File: src/rtl/ram_pkg.sv
// Shared constants and lane helpers for the std/mem inferred RAM family.
// Lane merges are done at a fixed maximum width and cast down by callers.
package ram_pkg;

    localparam int READ_FIRST  = 0;
    localparam int WRITE_FIRST = 1;
    localparam int NO_CHANGE   = 2;

    localparam int MAX_WIDTH = 256;

    function automatic int lanes(input int width, input int byteWidth);
        return width / byteWidth;
    endfunction

    function automatic logic [MAX_WIDTH-1:0] mergeLanes(
        input logic [MAX_WIDTH-1:0] old_word,
        input logic [MAX_WIDTH-1:0] new_word,
        input logic [MAX_WIDTH-1:0] mask,
        input int                   byteWidth
    );
        logic [MAX_WIDTH-1:0] merged;
        merged = old_word;
        for (int i = 0; i < MAX_WIDTH; i++) begin
            if (mask[i / byteWidth]) merged[i] = new_word[i];
        end
        return merged;
    endfunction

endpackage

File: src/rtl/ram_output_stage.sv
// Read-data presentation for one RAM port: pass-through or one extra
// register stage; reset clears both data and valid in that stage.
module ram_output_stage #(
    parameter int width             = 32,
    parameter int addOutputRegister = 0
) (
    input  logic             clock,
    input  logic             reset,
    input  logic [width-1:0] dout,
    input  logic             dout_valid,
    output logic [width-1:0] q,
    output logic             q_valid
);

    if (addOutputRegister != 0) begin : g_reg
        always_ff @(posedge clock) begin
            if (reset) begin
                q       <= '0;
                q_valid <= 1'b0;
            end else begin
                q_valid <= dout_valid;
                if (dout_valid) q <= dout;
            end
        end
    end else begin : g_pass
        assign q       = dout;
        assign q_valid = dout_valid;
    end

endmodule

File: src/rtl/dual_port_ram_be.sv
// True dual-port inferred RAM with byte enables, read strobes and a
// selectable same-port read-during-write behaviour.
module dual_port_ram_be
    import ram_pkg::*;
#(
    parameter int size              = 16,
    parameter int width             = 32,
    parameter int depth             = 4,
    parameter int byteWidth         = 8,
    parameter int readMode          = 0,
    parameter int addOutputRegister = 0
) (
    input  logic                       clock,
    input  logic                       reset,
    input  logic [depth-1:0]           a_address,
    input  logic [width-1:0]           a_data,
    input  logic                       a_data_valid,
    input  logic [width/byteWidth-1:0] a_byteenable,
    input  logic                       a_read,
    output logic [width-1:0]           a_q,
    output logic                       a_q_valid,
    input  logic [depth-1:0]           b_address,
    input  logic [width-1:0]           b_data,
    input  logic                       b_data_valid,
    input  logic [width/byteWidth-1:0] b_byteenable,
    input  logic                       b_read,
    output logic [width-1:0]           b_q,
    output logic                       b_q_valid
);

    localparam int LANES = lanes(width, byteWidth);
    localparam logic [depth:0] SIZE_LIM = (depth + 1)'(size);

    if (width % byteWidth != 0) begin : g_bad_lanes
        $fatal(1, "width must be a multiple of byteWidth");
    end
    if (readMode > NO_CHANGE) begin : g_bad_mode
        $fatal(1, "readMode must be 0, 1 or 2");
    end
    if ((1 << depth) < size) begin : g_bad_depth
        $fatal(1, "2^depth must cover size");
    end
    if (width > MAX_WIDTH) begin : g_bad_width
        $fatal(1, "width exceeds lane-merge limit");
    end

    logic [width-1:0] mem [2**depth];

    logic             a_in_range, b_in_range;
    logic             a_accept, b_accept;
    logic [width-1:0] a_old, b_old;
    logic [width-1:0] a_word, b_word;
    logic [width-1:0] a_dout, b_dout;
    logic             a_dout_valid, b_dout_valid;

    assign a_in_range = {1'b0, a_address} < SIZE_LIM;
    assign b_in_range = {1'b0, b_address} < SIZE_LIM;

    // No-change mode drops a read that collides with a write on its own port.
    assign a_accept = a_read && !(readMode == NO_CHANGE && a_data_valid);
    assign b_accept = b_read && !(readMode == NO_CHANGE && b_data_valid);

    assign a_old = a_in_range ? mem[a_address] : '0;
    assign b_old = b_in_range ? mem[b_address] : '0;

    always_comb begin
        a_word = a_old;
        b_word = b_old;
        if (readMode == WRITE_FIRST && a_data_valid && a_in_range) begin
            a_word = width'(mergeLanes(MAX_WIDTH'(a_old), MAX_WIDTH'(a_data),
                                       MAX_WIDTH'(a_byteenable), byteWidth));
        end
        if (readMode == WRITE_FIRST && b_data_valid && b_in_range) begin
            b_word = width'(mergeLanes(MAX_WIDTH'(b_old), MAX_WIDTH'(b_data),
                                       MAX_WIDTH'(b_byteenable), byteWidth));
        end
    end

    // Port A is applied last so it owns any lane both ports enable.
    always_ff @(posedge clock) begin
        if (!reset) begin
            if (b_data_valid && b_in_range) begin
                for (int l = 0; l < LANES; l++) begin
                    if (b_byteenable[l])
                        mem[b_address][l*byteWidth +: byteWidth] <=
                            b_data[l*byteWidth +: byteWidth];
                end
            end
            if (a_data_valid && a_in_range) begin
                for (int l = 0; l < LANES; l++) begin
                    if (a_byteenable[l])
                        mem[a_address][l*byteWidth +: byteWidth] <=
                            a_data[l*byteWidth +: byteWidth];
                end
            end
        end
    end

    always_ff @(posedge clock) begin
        if (reset) begin
            a_dout       <= '0;
            a_dout_valid <= 1'b0;
            b_dout       <= '0;
            b_dout_valid <= 1'b0;
        end else begin
            a_dout_valid <= a_accept;
            b_dout_valid <= b_accept;
            if (a_accept) a_dout <= a_word;
            if (b_accept) b_dout <= b_word;
        end
    end

    ram_output_stage #(
        .width             (width),
        .addOutputRegister (addOutputRegister)
    ) u_out_a (
        .clock      (clock),
        .reset      (reset),
        .dout       (a_dout),
        .dout_valid (a_dout_valid),
        .q          (a_q),
        .q_valid    (a_q_valid)
    );

    ram_output_stage #(
        .width             (width),
        .addOutputRegister (addOutputRegister)
    ) u_out_b (
        .clock      (clock),
        .reset      (reset),
        .dout       (b_dout),
        .dout_valid (b_dout_valid),
        .q          (b_q),
        .q_valid    (b_q_valid)
    );

endmodule

File: config.mk
export PLATFORM = sky130hd
export DESIGN_NAME = dual_port_ram_be
export DESIGN_NICKNAME = d
export VERILOG_FILES = /design/src/rtl/ram_pkg.sv /design/src/rtl/ram_output_stage.sv /design/src/rtl/dual_port_ram_be.sv
export SDC_FILE = /design/constraint.sdc
export NUM_CORES = 1
export LEC_CHECK = 0
export ABC_AREA = 1
export CAP_MARGIN = 0
export CORE_MARGIN = 4
export CORE_UTILIZATION = 32
export CTS_CLUSTER_SIZE = 10
export DETAILED_ROUTE_END_ITERATION = 10
export PLACE_DENSITY = 0.56
export SLEW_MARGIN = 20
export SYNTH_ARGS = -nofsm -noshare
export SYNTH_HDL_FRONTEND = slang
export SYNTH_SLANG_ARGS = --single-unit
export TNS_END_PERCENT = 50
File: constraint.sdc
create_clock -name clock -period 3.07 [get_ports clock]
set_input_delay 0.614 -clock clock [delete_from_list [all_inputs] [get_ports clock]]
set_output_delay 0.614 -clock clock [all_outputs]
set_load 0.005 [all_outputs]
======== Yosys cells after proc, flatten, opt, wreduce, memory -nomap -nowiden ========
Memories as Yosys holds them, arrays and structs flattened. A register that Yosys moved wholly into a read port is not among the register bits.
Index checks and enable logic that the tools add are counted.
word-level totals
  register bits ........................... 2
  bits in latches ......................... 0
  bits in writable memories ............... 512
  ROM bits ................................ 0
  input port bits ......................... 86
  output and inout port bits .............. 66
  logic and storage cells ................. 35
  memories kept ........................... 1
cells by class
  $add $sub $neg .......................... 0
  multiply operators ...................... 0
  divide/modulo/power cells ............... 0
  magnitude comparators ................... 0
  equality and inequality tests ........... 0
  shifts and indexed selects .............. 0
  muxes and demuxes ....................... 32
  bitwise operators ....................... 0
  reductions and logical operators ........ 0
memory list
  memory  depth  bits a word  rd ports  clocked after memory_dff  write ports  line                    RTL
  mem     16     32           2         2                         2            dual_port_ram_be.sv:47  logic [width-1:0] mem [2**depth];
operators with widths
  operator  count
  $mux 1    32

======== Depth between registers and ports, before layout ========
Gate-level depths: netlist of run 1.
  depth in word-level cells ............... 4
  mapped depth ............................ 12

======== Modules after synthesis ========
A second synthesis of run 1 with hierarchy kept.
second synthesis, totals
  cell total of the unflattened synthesis .. 5126
  area total of the unflattened synthesis .. 35420.2 um2
by module, submodules not included
  module            times used  cells each  area each (um2)  seq. area each (um2)
  dual_port_ram_be  1           5060        34924.7          16696.0
  ram_output_stage  2           33          247.7            0.0

======== Least setup slack after synthesis of run 1 ========
Ideal clock, no wire load.
  path type ............................... input-to-reg
  start point ............................. in b_address[2]
  end point ............................... mem mem[2][16], enable pin
  library setup time ...................... 0.384 ns
  arrival time ............................ 2.025 ns
  setup slack ............................. 0.661 ns
  cell stages on the path ................. 4
  buffers on the path ..................... 1
  cell sequence ........................... nor2_1 clkbuf_1 nand2_1 o21ai_0
RTL lines
  element             line                    RTL
  start: declaration  dual_port_ram_be.sv:22  input logic [depth-1:0] b_address,
  end: declaration    dual_port_ram_be.sv:47

==> results.json, run 1 <==
{
  "crit_path_max_fanout": 8,
  "die_x_um": 341,
  "status": "completed",
  "grt_pass1_vias": 31500,
  "grt_overflow": 0,
  "cts.repair.resized": 0,
  "grt_antenna_before_repair": 2,
  "combPwrFrac": 0.139,
  "rsz0062_at_grt": "no",
  "drive_gt1_frac": 0.0709,
  "cts_sinks": 578,
  "area_delta_synth_final_pct": 15.1,
  "fin_util": 0.373,
  "routed_wl_mm": 140,
  "detail-route-antenna-nets": 0,
  "min_period_ns": 2.40,
  "path_cells": "clkdlybuf4s50_1 -> nor2_4 -> inv_2 -> nor2_2 -> nand2_1 -> o21ai_0 -> buf_4",
  "reg2reg_from": "mem[14][21]$_DFFE_PP_",
  "cts_hold_buffers": 0,
  "postSynthAreaPerCell_um2": 7.00,
  "nFillCells": 11600,
  "switching_power_uw": 5510,
  "core_um2": 109000,
  "hold_path.startpoint": "b_read",
  "cts.path.max_buffers": 3,
  "synth_seq_area_share": 0.471,
  "crit_required_ns": 3.42,
  "dieArea_um2": 116000,
  "gp_congestion": 0.908,
  "drv_slew": 0,
  "grt.busiest_layer": "met2",
  "maxCapViolCount": 0,
  "drt_iter0_markers": 4037,
  "skew_ns": 0.0330,
  "fmax_ghz": 0.416,
  "cp-start-kind": "input port",
  "dr.pass1.iters": 6,
  "use_met3": 0.0402,
  "cts-buffers-inserted": 72,
  "drcViolationCount": 0,
  "synth.net_count": 5146,
  "synth_area_leaders": "edfxtp_1, nand2_1, o21ai_1",
  "critPathLaunch": "a_address[2]",
  "vias": 33500,
  "max_stage_delay_ns": 0.68,
  "rrSetupSlack_ns": 1.62,
  "maxSlewHeadroom": 0.284,
  "cts_tree": "done",
  "power_uw": 19700,
  "final.setup.tns_ns": 0,
  "netlist_area_um2": 35400,
  "hpwlAfterDp_mm": 93.5,
  "ys_types": 22,
  "post_drt_via_cell_ratio": 5.06,
  "syn_inst": 5060,
  "grt_util_met2": 0.376,
  "critPathCaptureType": "register",
  "sw_frac_of_total": 0.279,
  "grtUsageMet1": 0.317,
  "leakage_uw": 0.0192,
  "peakVddDrop_uv": 323,
  "layout_common_cells": "nand2_1, o21ai_1, nor2_1",
  "clk_latency_ns": 0.65,
  "crit_type": "input port to register",
  "slowest_stage": "clkdlybuf4s50_1",
  "rows": 121,
  "hold_viol": 0,
  "initial_core_util": 0.324,
  "powerDensity_nw_per_um2": 484,
  "nNetsFinal": 5182,
  "ys_warn_count": 0,
  "synth_top_area_share": 0.434,
  "numPortBuffers": 151,
  "h-tree-depth": 3,
  "fin_crit_sh": 0.782,
  "final_common_cell": "nand2_1",
  "fp.dieH_um": 341,
  "postCtsSetupBuffers": 0,
  "synth_top_area_cell": "edfxtp_1",
  "internal_power_uw": 14200,
  "grtUsageTotal": 0.235,
  "grt_max_degree": 113,
  "cp.arrival_ns": 2.76,
  "path_clk_slew_ns": 0.05,
  "p_seq_frac": 0.447,
  "pin_count": 152,
  "min_path_type": "input port to register",
  "setup_violations": 0,
  "clock-root-buffer": "clkbuf_16",
  "pwr-share-clk": 0.414,
  "ys_ff_latch": 578,
  "tightest_slew_ns": 1.07,
  "grt_pass1_wl_mm": 206,
  "wl_per_cell_um": 21.2
}
## logic make-up (layout without fill, tap and decap cells)
logic type / count (synthesis) / after routing / share of synthesized area
AND/OR/NAND/NOR: 3194 / 3194 / 0.355
flip-flops: 578 / 578 / 0.471
other: 0 / 2 / 0
AO/OA/AOI/OAI: 704 / 704 / 0.0995
buffers and inverters: 584 / 674 / 0.0743
## metrics by stage
stage	area, um^2	hold slack (ns)	setup WS, ns	std cells
2_1_floorplan	35400	0.503	0.661	5060
3_3_place_gp	38600	0.494	0.0257	6498
3_5_place_dp	38600	0.498	0.0357	6498
4_1_cts	40800	0.425	0.731	6626
5_1_grt	40800	0.471	0.632	6627
6_report	40800	0.458	0.668	6628
## flip-flops by register name, indices dropped and copies added (netlist names)
signal and cells:
mem 512, a_dout 32, b_dout 32, a_dout_valid 1
b_dout_valid 1
## cell usage after synthesis (all sizes together)
master	number
nand2	2582
o21ai	704
nor2	540
edfxtp	512
buf	238
inv	220
clkbuf	125
nand3	72
dfxtp	66
clkinv	1
## final timing paths
path / depth (start not counted) / endpoint
setup / recovery: 7 / mem[3][12]$_DFFE_PP_
hold / removal: 3 / b_dout[5]$_SDFFE_PP0P_
setup reg to reg: 8 / b_dout[21]$_SDFFE_PP0P_
hold reg to reg: 2 / a_dout[19]$_SDFFE_PP0P_
## worst max-delay path, delay by kind of cell
kind | cells | cell delay (ns)
compound gates | 1 | 0.33
simple gates | 3 | 0.75
buf+inv | 3 | 1.06
## per-layer routing
metal | up-vias | wire [um]
li1 | 16100 | -
met2 | 1670 | 63100
met5 | - | 0
met4 | 0 | 5620
met1 | 15400 | 59000
met3 | 316 | 12600
## layout make-up
class                      count  area (um^2)  share of cell area
antenna                        2         5.00            0.000123
clock buffer                 117         2070              0.0509
clock inverter                11          111             0.00273
inverter                     221          850              0.0208
multi-input combinational   3898        16100               0.396
sequential                   578        16700               0.410
tap                         1476         1850              0.0453
timing repair buffer         325         3060              0.0750
## power groups by stage
stage / logic (uW) / clock network, uW / registers, uW
3_3_place_gp: 2690 / 0 / 8970
4_1_cts: 2720 / 8280 / 8810
3_5_place_dp: 2710 / 0 / 8970
6_report: 2740 / 8160 / 8800
2_1_floorplan: 1570 / 0 / 8950
5_1_grt: 2980 / 8580 / 8820
No activity file was read; power rests on OpenSTA's default activity.
==> run 2, diff against run 1 <==
Clock period 3.07 ns to 2.3 ns, I/O delays scaled along.
==> results.json, run 2 (synthesis results as in run 1) <==
{
  "status": "completed",
  "detail-route-antenna-nets": 0,
  "place_inst": 6695,
  "skew_ns": 0.0286,
  "clk_latency_ns": 0.64,
  "largestRegisters": "mem (512), a_dout (32), b_dout (32)",
  "max_stage_delay_ns": 0.56,
  "rows": 121,
  "cp-start-kind": "register",
  "crit_type": "register to output pin",
  "dieArea_um2": 116000,
  "largest_register_ff_count": 512,
  "h-tree-depth": 3,
  "nFillCells": 11400,
  "slowest_stage": "clkdlybuf4s50_1",
  "regMostFlops": "mem",
  "maxSlewHeadroom": 0.573,
  "post_drt_via_cell_ratio": 5.02,
  "gp_congestion": 0.902,
  "routed_wl_mm": 138,
  "powerDensity_nw_per_um2": 613,
  "drcViolationCount": 0,
  "setup_violations": 0,
  "min_period_ns": 2.07,
  "numPortBuffers": 151,
  "grt_pass1_vias": 32500,
  "grtUsageTotal": 0.234,
  "clock-root-buffer": "clkbuf_16",
  "die_x_um": 341,
  "cts_hold_buffers": 0,
  "nNetsFinal": 5381,
  "holdPathStages": 4,
  "cts_sinks": 578,
  "crit_required_ns": 1.84,
  "maxCapViolCount": 0,
  "path_cells": "clkdlybuf4s50_1",
  "min_path_type": "input port to register",
  "cts-buffers-inserted": 74,
  "final_common_cell": "nand2_1",
  "crit_path_max_fanout": 2,
  "rsz0062_at_grt": "no",
  "fin_crit_sh": 0.900,
  "area_delta_synth_final_pct": 22.4,
  "vias": 34300,
  "peakVddDrop_uv": 495,
  "tightest_slew_ns": 0.641,
  "grt_pass1_wl_mm": 206,
  "dr.pass1.iters": 6,
  "leakage_uw": 0.0206,
  "layout_common_cells": "nand2_1, o21ai_1, nor2_1",
  "fp.dieH_um": 341,
  "reg2regPathDepth": 8,
  "core_um2": 109000,
  "pin_count": 152,
  "initial_core_util": 0.324,
  "fin_cells": 6827,
  "postCtsSetupBuffers": 0,
  "path_clk_slew_ns": 0.05,
  "dp_slack_ns": -0.327,
  "grt_antenna_before_repair": 2,
  "worst-path-stages": 1,
  "hold_viol": 0,
  "hpwlAfterDp_mm": 95.3,
  "cts.repair.resized": 0,
  "critPathCaptureType": "output pin",
  "cts_tree": "done",
  "drv_slew": 0,
  "drt_iter0_markers": 3676,
  "drive_gt1_frac": 0.106,
  "fmax_ghz": 0.483,
  "critical_path_buf_inv_count": 1,
  "cts.path.max_buffers": 3,
  "cp_top_family": "buffers and inverters",
  "grt_overflow": 0,
  "grt_max_degree": 81,
  "wl_per_cell_um": 20.2,
  "cp.arrival_ns": 1.61,
  "fin_ws_ns": 0.229
}
## run 2: cell count changes in the layout (fill, tap and decap cells not counted), sizes merged
cell      previous run  this run
buf                180       377
clkinv               8        17
clkbuf             117       112
clkinvlp             2         0
bufinv               0         1
diode                2         1
## run 2: final timing paths
path | startpoint | endpoint | slack, ns
hold / removal | a_read | a_dout[16]$_SDFFE_PP0P_ | 0.33
setup / recovery | a_dout[20]$_SDFFE_PP0P_ | a_q[20] | 0.23
hold reg to reg | b_dout[20]$_SDFFE_PP0P_ | b_dout[20]$_SDFFE_PP0P_ | 0.51
setup reg to reg | mem[0][7]$_DFFE_PP_ | b_dout[7]$_SDFFE_PP0P_ | 0.86
## run 2: power breakdown
part	internal, uW	total [uW]	switching [uW]
clock network	6380	11000	4590
logic	1330	3870	2540
registers	11600	11800	108
## run 2: per-layer routing
layer,share of wire,GRT usage
met3,0.083,0.0347
met1,0.42,0.313
met4,0.038,0.0860
met2,0.46,0.383
met5,0.000094,0
## run 2: layout make-up
cell class                      count  area, um^2  share of cell area
Multi-Input combinational cell   3898       16100               0.372
Clock buffer                      112        2100              0.0484
Timing Repair Buffer              522        5610               0.129
Clock inverter                     19         118             0.00271
Inverter                          221         850              0.0196
Antenna cell                        1        2.50           0.0000577
Sequential cell                   578       16700               0.385
Tap cell                         1476        1850              0.0426
## run 2: through the flow
stage | hold WS [ns] | cell area [um^2] | total power, uW | TNS (ns) | utilization
CTS | 0.300 | 43300 | 26700 | 0 | 0.397
global route | 0.339 | 43300 | 27600 | 0 | 0.397
global placement | 0.489 | 41100 | 15800 | -185.03 | 0.376
finish | 0.333 | 43300 | 26600 | 0 | 0.397
detailed placement | 0.500 | 41100 | 15800 | -206.80 | 0.376
floorplan | 0.503 | 35400 | 14000 | 0 | -
## run 2: worst register-to-register path, delay by kind of cell (launching register included)
kind / cells / cell delay, ns
simple gates: 8 / 0.89
flops: 1 / 0.41
